===== config.mk =====
export PLATFORM = sky130hd
export DESIGN_NAME = pmem_arbiter
export DESIGN_NICKNAME = d
export VERILOG_FILES = /design/src/rtl/pmem_arbiter_pkg.sv /design/src/rtl/pmem_arbiter_control.sv /design/src/rtl/pmem_arbiter.sv
export SDC_FILE = /design/constraint.sdc
export NUM_CORES = 1
export LEC_CHECK = 0
export CORE_AREA = 5 5 314 316
export CTS_BUF_LIST = sky130_fd_sc_hd__clkbuf_16
export CTS_CLUSTER_SIZE = 30
export DETAILED_ROUTE_END_ITERATION = 8
export DIE_AREA = 0 0 319 321
export PLACE_DENSITY = 0.32
export SYNTH_ARGS = -nofsm -noshare
export SYNTH_HDL_FRONTEND = slang
export SYNTH_SLANG_ARGS = --single-unit

===== constraint.sdc =====
create_clock -name clk -period 2.6 [get_ports clk]
set_input_delay 0.52 -clock clk [delete_from_list [all_inputs] [get_ports clk]]
set_output_delay 0.52 -clock clk [all_outputs]
set_load 0.02 [all_outputs]

===== src/rtl/pmem_arbiter_pkg.sv =====
// Shared types for the two-client physical-memory arbiter.
// The round-robin option is selected by defining PMEM_ARB_RR_EN (see pmem_arbiter_control).
package pmem_arbiter_pkg;

    localparam int PMEM_ADDR_W = 16;
    localparam int PMEM_LINE_W = 128;

    typedef logic [PMEM_ADDR_W-1:0] lc3b_word;
    typedef logic [PMEM_LINE_W-1:0] lc3b_line;

    typedef enum logic [1:0] {
        IDLE    = 2'd0,
        GRANT_I = 2'd1,
        GRANT_D = 2'd2,
        DONE    = 2'd3
    } pmem_arb_state_t;

    typedef enum logic {
        CLIENT_I = 1'b0,
        CLIENT_D = 1'b1
    } pmem_client_t;

    // Winner among the requesters; with rr_en a tie goes to whoever was not served last.
    function automatic pmem_client_t pick_client(
        input logic         req_i,
        input logic         req_d,
        input pmem_client_t last,
        input logic         rr_en
    );
        pmem_client_t winner;
        if (req_i && req_d) begin
            winner = (rr_en && (last == CLIENT_D)) ? CLIENT_I : CLIENT_D;
        end else if (req_i) begin
            winner = CLIENT_I;
        end else begin
            winner = CLIENT_D;
        end
        return winner;
    endfunction

endpackage


===== src/rtl/pmem_arbiter_control.sv =====
// Arbiter FSM: grant decode, last-grant tracking and the DONE turnaround cycle.
// Defining PMEM_ARB_RR_EN turns simultaneous-request resolution into round-robin.
module pmem_arbiter_control
    import pmem_arbiter_pkg::*;
(
    input  logic            clk,
    input  logic            reset,
    input  logic            req_i_i,
    input  logic            req_d_i,
    input  logic            pmem_resp_i,
    output pmem_arb_state_t state_o,
    output logic            load_o,
    output pmem_client_t    load_client_o,
    output logic            grant_done_o,
    output pmem_client_t    last_grant_o
);

`ifdef PMEM_ARB_RR_EN
    localparam logic RR_EN = 1'b1;
`else
    localparam logic RR_EN = 1'b0;
`endif

    pmem_arb_state_t state_q, state_d;
    pmem_client_t    last_grant_q, last_grant_d;
    pmem_client_t    winner;

    assign winner = pick_client(req_i_i, req_d_i, last_grant_q, RR_EN);

    always_comb begin
        state_d       = state_q;
        last_grant_d  = last_grant_q;
        load_o        = 1'b0;
        load_client_o = CLIENT_D;
        grant_done_o  = 1'b0;
        case (state_q)
            IDLE: begin
                if (req_i_i || req_d_i) begin
                    load_o        = 1'b1;
                    load_client_o = winner;
                    state_d       = (winner == CLIENT_D) ? GRANT_D : GRANT_I;
                end
            end
            GRANT_I: begin
                if (pmem_resp_i) begin
                    grant_done_o = 1'b1;
                    last_grant_d = CLIENT_I;
                    state_d      = DONE;
                end
            end
            GRANT_D: begin
                if (pmem_resp_i) begin
                    grant_done_o = 1'b1;
                    last_grant_d = CLIENT_D;
                    state_d      = DONE;
                end
            end
            // Turnaround lets the served client drop its request before we look again.
            DONE: begin
                state_d = IDLE;
            end
            default: begin
                state_d = IDLE;
            end
        endcase
    end

    always_ff @(posedge clk or negedge reset) begin
        if (!reset) begin
            state_q      <= IDLE;
            last_grant_q <= CLIENT_I;
        end else begin
            state_q      <= state_d;
            last_grant_q <= last_grant_d;
        end
    end

    assign state_o      = state_q;
    assign last_grant_o = last_grant_q;

endmodule


===== src/rtl/pmem_arbiter.sv =====
// Serialises icache/dcache line requests onto one pmem port with latched address/data.
// Optional round-robin tie-break: define PMEM_ARB_RR_EN.
module pmem_arbiter
    import pmem_arbiter_pkg::*;
#(
    parameter int ADDR_W = 16,
    parameter int LINE_W = 128
) (
    input  logic              clk,
    input  logic              reset,

    input  logic              i_pmem_read,
    input  logic              i_pmem_write,
    input  logic [ADDR_W-1:0] i_pmem_address,
    input  logic [LINE_W-1:0] i_pmem_wdata,
    output logic [LINE_W-1:0] i_pmem_rdata,
    output logic              i_pmem_resp,

    input  logic              d_pmem_read,
    input  logic              d_pmem_write,
    input  logic [ADDR_W-1:0] d_pmem_address,
    input  logic [LINE_W-1:0] d_pmem_wdata,
    output logic [LINE_W-1:0] d_pmem_rdata,
    output logic              d_pmem_resp,

    output logic              pmem_read,
    output logic              pmem_write,
    output logic [ADDR_W-1:0] pmem_address,
    output logic [LINE_W-1:0] pmem_wdata,
    input  logic [LINE_W-1:0] pmem_rdata,
    input  logic              pmem_resp
);

    pmem_arb_state_t state;
    logic            load;
    pmem_client_t    load_client;
    logic            grant_done;
    pmem_client_t    last_grant;

    logic              read_q, read_d;
    logic              write_q, write_d;
    logic [ADDR_W-1:0] addr_q, addr_d;
    logic [LINE_W-1:0] wdata_q, wdata_d;

    pmem_arbiter_control u_control (
        .clk           (clk),
        .reset         (reset),
        .req_i_i       (i_pmem_read | i_pmem_write),
        .req_d_i       (d_pmem_read | d_pmem_write),
        .pmem_resp_i   (pmem_resp),
        .state_o       (state),
        .load_o        (load),
        .load_client_o (load_client),
        .grant_done_o  (grant_done),
        .last_grant_o  (last_grant)
    );

    // Read wins over an illegal read+write so pmem never sees both strobes.
    always_comb begin
        read_d  = read_q;
        write_d = write_q;
        addr_d  = addr_q;
        wdata_d = wdata_q;
        if (load) begin
            if (load_client == CLIENT_D) begin
                read_d  = d_pmem_read;
                write_d = d_pmem_write & ~d_pmem_read;
                addr_d  = d_pmem_address;
                wdata_d = d_pmem_wdata;
            end else begin
                read_d  = i_pmem_read;
                write_d = i_pmem_write & ~i_pmem_read;
                addr_d  = i_pmem_address;
                wdata_d = i_pmem_wdata;
            end
        end else if (grant_done) begin
            read_d  = 1'b0;
            write_d = 1'b0;
        end
    end

    always_ff @(posedge clk or negedge reset) begin
        if (!reset) begin
            read_q  <= 1'b0;
            write_q <= 1'b0;
            addr_q  <= '0;
            wdata_q <= '0;
        end else begin
            read_q  <= read_d;
            write_q <= write_d;
            addr_q  <= addr_d;
            wdata_q <= wdata_d;
        end
    end

    assign pmem_read    = read_q;
    assign pmem_write   = write_q;
    assign pmem_address = addr_q;
    assign pmem_wdata   = wdata_q;

    assign i_pmem_resp  = (state == GRANT_I) && pmem_resp;
    assign d_pmem_resp  = (state == GRANT_D) && pmem_resp;
    assign i_pmem_rdata = pmem_rdata;
    assign d_pmem_rdata = pmem_rdata;

    // Protocol checks; last_grant is referenced here so it stays observable in the fixed-priority build.
    a_i_rw_exclusive: assert property (@(posedge clk) disable iff (!reset)
        !(i_pmem_read && i_pmem_write));
    a_d_rw_exclusive: assert property (@(posedge clk) disable iff (!reset)
        !(d_pmem_read && d_pmem_write));
    a_resp_in_grant: assert property (@(posedge clk) disable iff (!reset)
        pmem_resp |-> ((state == GRANT_I) || (state == GRANT_D)));
    a_last_grant_known: assert property (@(posedge clk) disable iff (!reset)
        !$isunknown(last_grant));

endmodule


==> results.py, run 1 <==
metrics = {
    "timing": {
        "max_slew_margin_pct": 52.1,
        "drv_slew": 0,
        "maxClockFrequency_mhz": 406,
        "setup_violations": 0,
        "tightestPinTransition_ps": 716,
        "post-route-min-period_ps": 2460,
        "hold_violations": 0,
        "setup_tns_ps": 0,
        "finClkSkew_ps": 15.4,
        "rsz0062_at_grt": "false",
        "min_period_over_period_pct": 94.7,
    },
    "global_routing": {
        "gr-usage-met1_pct": 11.3,
        "use_met3_pct": 6.60,
        "grt_max_degree": 103,
        "met2_usage_pct": 19.3,
        "track_usage_pct": 11.2,
        "overflow": 0,
        "grt_pass1_wl_um": 80500,
        "top_usage_layer": "met2",
        "antenna_found_initial": 4,
        "first_global_vias": 9472,
    },
    "route": {
        "ant_nets": 0,
        "num_vias": 9106,
        "via_per_inst": 3.59,
        "firstDrtPassIters": 5,
        "drc": 0,
        "wl_um": 59800,
        "wl_per_cell_um": 23.6,
        "drtIter0Drc": 465,
    },
    "place": {
        "port_buffers": 442,
        "gp_congestion": 0.701,
        "dp_hpwl_um": 45900,
        "dp.cells": 2502,
    },
    "clocking": {
        "cts_tree": "done",
        "insertion_delay_ps": 500,
        "numCtsBuffers": 17,
        "path_clk_slew_ps": 70,
        "cts_num_sinks": 148,
        "htree_levels": 4,
        "root_buffer": "clkbuf_16",
        "cts_max_path_buffers": 2,
        "post-cts-setup-buffers": 0,
    },
    "logic_synthesis": {
        "synth_area_per_cell_um2": 8.55,
        "synth_top_cell_by_area": "dfrtp_1",
        "synth_cells": 1121,
        "synth_seq_area_share_pct": 38.6,
        "yosysMostFrequentCell": "buf_4",
        "ys.warnings.count": 0,
        "synth_nets": 1547,
        "netlist_top_cells_area": "dfrtp_1 (39%), buf_4 (21%), o31ai_1 (11%)",
        "netlist_area_um2": 9590,
        "synth_seq_cells": 148,
        "synth_edf_count": 0,
        "yosysUniqueCellTypes": 26,
        "async_reset_ff_share_pct": 100,
        "ys.flop_type": "dfrtp_1",
        "synth_top_cells_by_count": "buf_4 (266), dfrtp_1 (148), nand2_1 (147)",
        "synth.top_cell.area_share_pct": 38.6,
    },
    "cells_and_area": {
        "multi_input_area_um2": 3470,
        "fillerInstances": 10800,
        "drive_gt1_share_pct": 5.96,
        "syn_to_final_growth_pct": 48.4,
        "nets": 1672,
        "instances_no_fill": 2536,
        "seqCellArea_um2": 3700,
    },
    "setup_path": {
        "reg2regPathDepth": 5,
        "crit_path_start_kind": "register",
        "worstPathRequired_ps": 2080,
        "crit_type": "reg -> out",
        "end_kind": "output port",
        "critical_path.max_fanout": 3,
        "crit_arrival_ps": 1940,
    },
    "run_status": {
        "outcome": "finished clean",
    },
    "floorplanning": {
        "dieArea_um2": 102000,
        "rows": 114,
        "core_area_um2": 95700,
        "pin_count": 827,
        "start_util_pct": 10.0,
        "die_w_um": 319,
        "die_h_um": 321,
    },
    "power": {
        "p_per_area_nw_per_um2": 1050,
        "p_leak_nw": 5.15,
        "max-vdd-ir-drop_v": 0.000568,
    },
    "hold_path": {
        "min_path_type": "in -> async",
    },
    "run": {
        "maxCapViolations": 0,
    },
}
## sequential cells by signal, summed over array words and instances, names as in the netlist
register           count
pmem_wdata           128
pmem_address          16
u_control.state_o      2
pmem_read              1
pmem_write             1
## power by group
group	leakage, nW	switching [mW]	internal (mW)
Sequential	1.83	0.631	3.45
Clock	0.259	1.31	1.24
Combinational	3.07	4.87	3.49
## kinds of logic (layout without fill, tap and decap cells)
logic type,count (synthesis),in the layout,synth area share [%]
adder cells (fa/ha/maj),3,3,0.392
AO/OA/AOI/OAI,298,298,21.5
buffers and inverters,370,508,25.6
other,0,1,0
AND/OR/NAND/NOR,302,302,13.9
flip-flops,148,148,38.6
## critical path: stages (launching register included)
cell and delay [ps]:
dfrtp_1 400, inv_1 110, ha_1 210, and2_1 140, clkdlybuf4s50_1 590
## final cells by class
type	instances	area share, %
repair buffers	474	34.4
flip-flops and latches	148	26.0
multi-input cells	603	24.4
well taps	1276	11.2
clock buffers	17	2.99
clock inverters	15	0.853
inverters	2	0.0528
diodes	1	0.0176
## what timing repair did
action | 4_1_cts | 5_1_grt
gates resized for setup | 1 | 0
hold buffers | 1 | 0
endpoints found under the hold margin | 21 | 0
endpoints found under the setup margin | 1 | 0
## metal layers
| layer | part of all wire [%] | wire [um] | vias to the layer above |
|---|---|---|---|
| li1 | - | - | 4031 |
| met1 | 35 | 21200 | 4386 |
| met2 | 50 | 29700 | 559 |
| met3 | 12 | 7110 | 117 |
| met4 | 2.2 | 1340 | 13 |
| met5 | 0.61 | 363 | - |
## path summary, 6_finish.rpt
check	start	endpoint	slack [ps]
max	u_control.state_o[1]	i_pmem_resp	140
min	reset	pmem_wdata[64]	460
max reg2reg	u_control.state_o[0]	pmem_write	680
min reg2reg	pmem_wdata[40]	pmem_wdata[40]	480
max in group asynchronous	reset	pmem_address[3]	1380
min in group clk	pmem_wdata[40]	pmem_wdata[40]	480
## cell usage in the layout (no fill, tap or decap), types with 3 or more instances in the layout
master | Yosys | routed
clkdlybuf4s50_1 | 0 | 437
nor3_1 | 144 | 144
nand2_1 | 147 | 147
a31oi_1 | 144 | 144
inv_6 | 0 | 6
o31ai_1 | 144 | 144
clkbuf_16 | 0 | 17
buf_4 | 266 | 15
a21boi_0 | 3 | 3
clkinvlp_4 | 0 | 4
buf_12 | 0 | 19
dfrtp_1 | 148 | 148
## stage by stage
stage	instance area [um2]	hold WS (ps)	setup WS (ps)	power, mW	utilization, %
6_report	14200	460	137	15.0	14.9
5_1_grt	14200	450	21.9	16.0	14.9
4_1_cts	14200	387	52.8	15.5	14.9
3_5_place_dp	13700	414	184	12.7	14.3
3_3_place_gp	13700	421	220	12.6	14.3
2_1_floorplan	9590	224	1010	8.69	-
No activity file was read; power rests on OpenSTA's default activity.
==> run 2: changes to the inputs <==
--- a/config.mk
+++ b/config.mk
@@ -7,6 +7,7 @@
 export LEC_CHECK = 0
 export CORE_AREA = 5 5 314 316
 export CTS_BUF_LIST = sky130_fd_sc_hd__clkbuf_16
+export CTS_CLUSTER_DIAMETER = 80
 export CTS_CLUSTER_SIZE = 30
 export DETAILED_ROUTE_END_ITERATION = 8
 export DIE_AREA = 0 0 319 321
==> constraint.sdc (replaced) <==
create_clock -name clk -period 2.92 [get_ports clk]
set_input_delay 0.584 -clock clk [delete_from_list [all_inputs] [get_ports clk]]
set_output_delay 0.584 -clock clk [all_outputs]
set_load 0.02 [all_outputs]
==> run 2 against run 1 <==
Die area stayed put; via count is 0.14% lower; hold slack worse by 370 ps; core utilization increased by 0.26 points; sequential cell count unchanged; largest cell class unchanged.
==> results.py, run 2 (same netlist as run 1, synthesis figures left out) <==
metrics = {
    "floorplanning": {
        "core_area_um2": 95700,
        "dieArea_um2": 102000,
        "rows": 114,
        "pin_count": 827,
        "start_util_pct": 10.0,
        "die_w_um": 319,
        "die_h_um": 321,
    },
    "setup_path": {
        "max_stage_delay_ps": 610,
        "crit_buf_inv": 2,
        "crit_family": "buffers and inverters",
        "end_kind": "output port",
        "crit_type": "reg -> out",
        "cp.depth": 4,
        "worstPathCellList": "inv_1, ha_1, and2_1, clkdlybuf4s50_1",
        "worstPathRequired_ps": 2340,
        "critical_path.max_fanout": 3,
        "reg2regPathDepth": 5,
        "crit_arrival_ps": 1980,
        "critPathSlowestCell": "clkdlybuf4s50_1",
        "crit_path_start_kind": "register",
    },
    "clocking": {
        "insertion_delay_ps": 500,
        "hold_buffers": 0,
        "numCtsBuffers": 17,
        "htree_levels": 4,
        "cts_max_path_buffers": 2,
        "cts_num_sinks": 148,
        "cts_tree": "done",
        "root_buffer": "clkbuf_16",
        "cts_resized": 0,
        "post-cts-setup-buffers": 0,
        "path_clk_slew_ps": 70,
    },
    "power": {
        "clockPowerShare_pct": 19.0,
        "switching_share_pct": 43.4,
        "p_per_area_nw_per_um2": 948,
        "max-vdd-ir-drop_v": 0.000433,
        "p_int_mw": 7.76,
        "p_leak_nw": 5.28,
        "p_sw_mw": 5.96,
        "p_comb_share_pct": 54.5,
        "pwr-share-seq_pct": 26.4,
    },
    "global_routing": {
        "grt_max_degree": 76,
        "antenna_found_initial": 6,
        "track_usage_pct": 11.1,
        "overflow": 0,
        "grt_pass1_wl_um": 80400,
        "first_global_vias": 9449,
    },
    "timing": {
        "tightestPinTransition_ps": 677,
        "min_period_over_period_pct": 87.7,
        "drv_slew": 0,
        "maxClockFrequency_mhz": 391,
        "post-route-min-period_ps": 2560,
        "setup_tns_ps": 0,
        "hold_violations": 0,
        "finClkSkew_ps": 14.6,
        "max_slew_margin_pct": 54.9,
        "setup_violations": 0,
        "rsz0062_at_grt": "false",
    },
    "route": {
        "wl_per_cell_um": 23.2,
        "drc": 0,
        "wl_um": 59300,
        "via_per_inst": 3.56,
        "firstDrtPassIters": 4,
        "ant_nets": 0,
        "drtIter0Drc": 412,
        "num_vias": 9093,
    },
    "run": {
        "maxCapViolations": 0,
    },
    "cells_and_area": {
        "fillerInstances": 10800,
        "multi_input_area_um2": 3470,
        "final_area_um2": 14500,
        "layout_common_cells": "clkdlybuf4s50_1 (441), dfrtp_1 (148), nand2_1 (147)",
        "fin_util_pct": 15.1,
        "largest_register_ffs": 128,
        "nets": 1689,
        "mostFrequentLayoutCell": "clkdlybuf4s50_1",
        "seqCellArea_um2": 3700,
        "syn_to_final_growth_pct": 51.0,
        "drive_gt1_share_pct": 6.82,
    },
    "hold_path": {
        "min_path_type": "in -> async",
    },
    "place": {
        "port_buffers": 442,
        "post_dp_cell_area_um2": 13800,
        "dp_hpwl_um": 46200,
        "gp_congestion": 0.714,
    },
    "run_status": {
        "outcome": "finished clean",
    },
}
run 2: area by class of cell:
| class | instances | area share (%) |
|---|---|---|
| Antenna cell | 1 | 0.0173 |
| Clock buffer | 17 | 2.94 |
| Clock inverter | 15 | 1.46 |
| Inverter | 2 | 0.0519 |
| Multi-Input combinational cell | 603 | 24.0 |
| Sequential cell | 148 | 25.6 |
| Tap cell | 1276 | 11.0 |
| Timing Repair Buffer | 491 | 34.9 |
run 2: stage by stage:
step / setup slack [ps] / hold WS (ps) / power, mW / std cells
5_1_grt: 256 / 117 / 14.7 / 2553
3_5_place_dp: 411 / 465 / 11.4 / 2520
2_1_floorplan: 1260 / 288 / 7.73 / 1121
4_1_cts: 263 / 73.4 / 14.2 / 2552
6_report: 359 / 87.9 / 13.7 / 2553
3_3_place_gp: 398 / 463 / 11.4 / 2520
run 2: path summary, 6_finish.rpt:
check / from / end / slack, ps
max: u_control.state_o[0] / d_pmem_resp / 360
min: reset / pmem_wdata[64] / 90
max reg2reg: u_control.state_o[0] / pmem_wdata[14] / 1140
min reg2reg: pmem_address[8] / pmem_address[8] / 470
max in group asynchronous: reset / pmem_wdata[75] / 2060
min in group clk: pmem_address[8] / pmem_address[8] / 470
run 2: power groups by stage:
stage / Sequential [mW] / Combinational (mW) / Clock (mW)
floorplan: 4.80 / 2.94 / 0
global placement: 3.66 / 7.71 / 0
detailed placement: 3.69 / 7.70 / 0
CTS: 3.66 / 7.71 / 2.79
global route: 3.77 / 8.09 / 2.83
finish: 3.63 / 7.48 / 2.61
run 2: routing by layer:
| metal | vias up | GRT usage [%] | routed length [um] |
|---|---|---|---|
| met1 | 4343 | 11.3 | 21200 |
| met2 | 552 | 18.8 | 29000 |
| met3 | 120 | 6.61 | 7320 |
| li1 | 4065 | - | - |
| met5 | - | 1.62 | 281 |
| met4 | 13 | 3.81 | 1530 |
